$ cat src/rtl/pulse_period_meter.sv
// pulse_period_meter: measures clk cycles between rising edges of an asynchronous pulse stream.
module pulse_period_meter #(
  parameter int WIDTH     = 8,
  parameter int MIN_EDGES = 2
) (
  input  logic             clk,
  input  logic             reset,
  input  logic             pulse_in,
  input  logic             meas_ready,
  output logic [WIDTH-1:0] period,
  output logic             meas_valid,
  output logic             overflow,
  output logic             overrun,
  output logic             busy
);
  typedef enum logic [1:0] {IDLE, ARM, MEASURE} state_t;
  localparam logic [WIDTH-1:0] CNT_MAX = '1;
  // ARM needs at least one edge so the first period starts on a real edge
  localparam int unsigned ARM_LAST = (MIN_EDGES > 1) ? MIN_EDGES - 1 : 1;
  state_t state_q, state_d;
  logic meta_q, sync_q, prev_q;
  logic [WIDTH-1:0] cnt_q, cnt_d, period_q, period_d;
  logic sat_q, sat_d, valid_q, valid_d, ovf_q, ovf_d, overrun_q, overrun_d;
  logic rise, result, load;
  assign rise = sync_q & ~prev_q;
  always_comb begin
    state_d = state_q;
    cnt_d   = cnt_q;
    sat_d   = sat_q;
    result  = 1'b0;
    case (state_q)
      IDLE: state_d = ARM;
      ARM: if (rise) begin
        if (32'(cnt_q) + 32'd1 >= 32'(ARM_LAST)) begin
          state_d = MEASURE;
          cnt_d   = {{(WIDTH-1){1'b0}}, 1'b1};
        end else begin
          cnt_d = cnt_q + 1'b1;
        end
      end
      MEASURE: if (rise) begin
        result = 1'b1;
        cnt_d  = {{(WIDTH-1){1'b0}}, 1'b1};
        sat_d  = 1'b0;
      end else if (cnt_q == CNT_MAX) begin
        sat_d = 1'b1;
      end else begin
        cnt_d = cnt_q + 1'b1;
      end
      default: state_d = IDLE;
    endcase
    load      = result & (~valid_q | meas_ready);
    valid_d   = load | (valid_q & ~meas_ready);
    period_d  = load ? (sat_q ? CNT_MAX : cnt_q) : period_q;
    ovf_d     = load ? sat_q : ovf_q;
    overrun_d = overrun_q | (result & valid_q & ~meas_ready);
  end
  always_ff @(posedge clk or negedge reset) begin
    if (!reset) begin
      state_q   <= IDLE;
      meta_q    <= 1'b0;
      sync_q    <= 1'b0;
      prev_q    <= 1'b0;
      cnt_q     <= '0;
      sat_q     <= 1'b0;
      period_q  <= '0;
      valid_q   <= 1'b0;
      ovf_q     <= 1'b0;
      overrun_q <= 1'b0;
    end else begin
      state_q   <= state_d;
      meta_q    <= pulse_in;
      sync_q    <= meta_q;
      prev_q    <= sync_q;
      cnt_q     <= cnt_d;
      sat_q     <= sat_d;
      period_q  <= period_d;
      valid_q   <= valid_d;
      ovf_q     <= ovf_d;
      overrun_q <= overrun_d;
    end
  end
  assign period     = period_q;
  assign meas_valid = valid_q;
  assign overflow   = ovf_q;
  assign overrun    = overrun_q;
  assign busy       = state_q != IDLE;
endmodule

$ cat config.mk
export PLATFORM = sky130hd
export DESIGN_NAME = pulse_period_meter
export DESIGN_NICKNAME = d
export VERILOG_FILES = /design/src/rtl/pulse_period_meter.sv
export SDC_FILE = /design/constraint.sdc
export NUM_CORES = 1
export LEC_CHECK = 0
export BUFFER_PORTS_ARGS = -buffer_cell sky130_fd_sc_hd__buf_4
export CAP_MARGIN = 40
export CORE_ASPECT_RATIO = 2
export CORE_MARGIN = 2
export CORE_UTILIZATION = 25
export DETAILED_ROUTE_END_ITERATION = 8
export GPL_ROUTABILITY_DRIVEN = 0
export PLACE_DENSITY = 0.46
export SYNTH_ARGS = -nofsm -noshare
export SYNTH_HDL_FRONTEND = slang
export SYNTH_SLANG_ARGS = --single-unit
$ cat constraint.sdc
create_clock -name clk -period 4.3 [get_ports clk]
set_input_delay 0.43 -clock clk [delete_from_list [all_inputs] [get_ports clk]]
set_output_delay 0.43 -clock clk [all_outputs]
set_load 0.05 [all_outputs]
==> metrics.cfg <==
[placement]
post-place-cells=198
dp_hpwl_mm=2.18
io_buffer_count=15
place_ws_ns=2.03

[final_layout]
antenna_cells=0
num-nets-final=152
utilization=0.297
fill_cells=524
drive_above_1_share=0.179
stdcell_count=202
syn_to_final_growth_pct=14.3

[logic_synthesis]
ys_warn_count=0
synth-main-ff-cell=dfrtp_1
synth_seq_cells=25
async_flop_share=1.00
synth_cell_types=38
synthesis.area_sq_um=1270
synth_nets=140
seq_area_frac_synth=0.491
synth_area_per_cell_sq_um=9.51
synth_edf_count=0
synthCells=134

[sta]
final.setup_skew_ns=0.00939
slew_viol_final=0
setup-violations-final=0
hold_slack_ns=0.0428
worst_pin_slew_ns=0.518
timing.final.crit_share=0.532
slew_headroom=0.655
max_freq_mhz=438
setup_slack_ns=2.01
rsz0062_at_grt=no
hold_viol=0
fin_crit_ns=2.29
setup_tns_ns=0

[pwr]
peakVddDrop_mv=0.315
p_switching_mw=0.232
p_comb_frac=0.295
seqPwrFrac=0.467
p_per_area_nw_per_um2=428
internal-power_mw=0.391
sw_frac_of_total=0.373
power_leakage_nw=0.630
pwr-share-clk=0.239

[drt]
vias=1006
routed_wl_mm=2.93
wl_per_cell_microns=14.5
firstDrtPassIters=4
drc=0
drt_iter0_markers=29
ant_nets=0
vias_per_cell=4.98

[clock_tree]
cts_resized=0
ctsHoldBuffers=0
post_cts_buffers=0
clk_pin_slew_ns=0.10
clk_latency_ns=0.28
cts_buffers=3
cts_root_buf=clkbuf_8
cts_tree=yes
htreeDepth=1
clk_path_buf_depth=2
cts.sinks=25

[worst_setup_path]
critPathMaxStageDelay_ns=0.49
end_kind=register
cp.required_ns=4.47
crit_chain=ha_1, and2_4, or4_4, a311oi_4, a221oi_2, a21o_1
startpoint_type=register
critPathKind=register to register
crit_slowest_cell=dfrtp_1
worstPathArrival_ns=2.46
crit_fanout=10

[global_routing]
grt_pass1_vias=1040
grt_usage=0.121
antenna_found_initial=0
grt_overflow_total=0
grt_pass1_wl_mm=5.11
grt_start_max_net_pins=26

[run_status]
status=finished, final reports clean

[die]
io_pins=16
initial_core_util=0.259
rows=36
die-area_sq_um=5720
die_x_microns=54.5
core_region_area_sq_um=4910
fp.dieH_microns=105

[flow_run]
cap_violations=0

[min_path]
hold_path_class=input port to asynchronous set/reset pin

## final timing paths
check,cells past startpoint,end,slack (ns),startpoint
max reg2reg,6,cnt_q[0],2.01,cnt_q[0]
min in group clk,1,meta_q,0.25,pulse_in
max,6,cnt_q[0],2.01,cnt_q[0]
max in group asynchronous,1,period[5],4.01,reset
min,1,period[6],0.04,reset
min reg2reg,0,sync_q,0.36,meta_q
## critical path: cells and delay by family (launching register included)
family          cells  cell delay, ns
flops               1            0.49
compound gates      3            0.68
simple gates        2            0.70
fa+ha+maj           1            0.31
## Yosys cell counts (all sizes together) (2+ instances only)
master | number | area, sq um
nand2b | 5 | 31.3
clkbuf | 2 | 7.51
dfrtp | 25 | 626
and4 | 3 | 26.3
nor2b | 2 | 12.5
nand4 | 2 | 12.5
inv | 4 | 15.0
buf | 6 | 43.8
nand2 | 15 | 56.3
ha | 2 | 25.0
a311oi | 2 | 35.0
a21oi | 4 | 20.0
nor2 | 19 | 71.3
xor2 | 3 | 26.3
nand3 | 2 | 10.0
o21ai | 19 | 95.1
a31oi | 3 | 18.8
## cells by family (layout without fill, tap and decap cells)
kind of cell / after synthesis / after routing / share of synthesized area
compound gates: 36 / 36 / 0.191
simple gates: 54 / 54 / 0.210
flops: 25 / 25 / 0.491
fa+ha+maj: 2 / 2 / 0.0196
buf+inv: 12 / 23 / 0.0521
mux: 1 / 1 / 0.00884
xor+xnor: 4 / 4 / 0.0275
## flip-flops by register name, indices dropped and copies added (netlist names)
| name | cells |
|---|---|
| meta_q | 1 |
| cnt_q | 8 |
| sat_q | 1 |
| overrun | 1 |
| state_q | 2 |
| prev_q | 1 |
| period | 8 |
| sync_q | 1 |
| overflow | 1 |
| meas_valid | 1 |
## layer usage
| layer | track usage | part of all wire |
|---|---|---|
| met1 | 0.148 | 0.39 |
| met2 | 0.197 | 0.54 |
| met3 | 0.0129 | 0.036 |
| met4 | 0.0643 | 0.034 |
| met5 | 0 | 0 |
## through the flow
stage	power (mW)	cell area (sq um)
2_1_floorplan	0.434	1270
6_report	0.623	1460
3_5_place_dp	0.478	1410
4_1_cts	0.631	1460
5_1_grt	0.664	1460
3_3_place_gp	0.475	1410
## power groups by stage
stage	combinational, mW	sequential [mW]	clock, mW
final	0.183	0.291	0.149
after global routing	0.201	0.297	0.166
after floorplan	0.131	0.303	0
after global placement	0.181	0.293	0
after CTS	0.184	0.290	0.157
after detailed placement	0.183	0.296	0
## layout by cell type (no fill, tap or decap), types with 2 or more instances in the layout
| master | netlist | final |
|---|---|---|
| clkbuf_8 | 0 | 3 |
| inv_1 | 4 | 4 |
| nand4_1 | 2 | 2 |
| buf_4 | 1 | 15 |
| ha_1 | 2 | 2 |
| nor2b_1 | 2 | 2 |
| o21ai_0 | 8 | 8 |
| a31oi_1 | 3 | 3 |
| xor2_1 | 3 | 3 |
| nand2_1 | 15 | 15 |
| dfrtp_1 | 25 | 25 |
| nand3_1 | 2 | 2 |
| o21ai_1 | 11 | 11 |
| and4_1 | 3 | 3 |
| nor2_1 | 19 | 19 |
| nand2b_1 | 5 | 5 |
| a21oi_1 | 4 | 4 |
## final cells by class
cell class              count  area [sq um]  area share
flip-flops and latches     25           626       0.430
multi-input cells          97           582       0.399
repair buffers             15           113      0.0773
well taps                  57          71.3      0.0490
clock buffers               3          41.3      0.0284
inverters                   4          15.0      0.0103
clock inverters             1          8.76     0.00601
(Power assumes the default switching activity.)
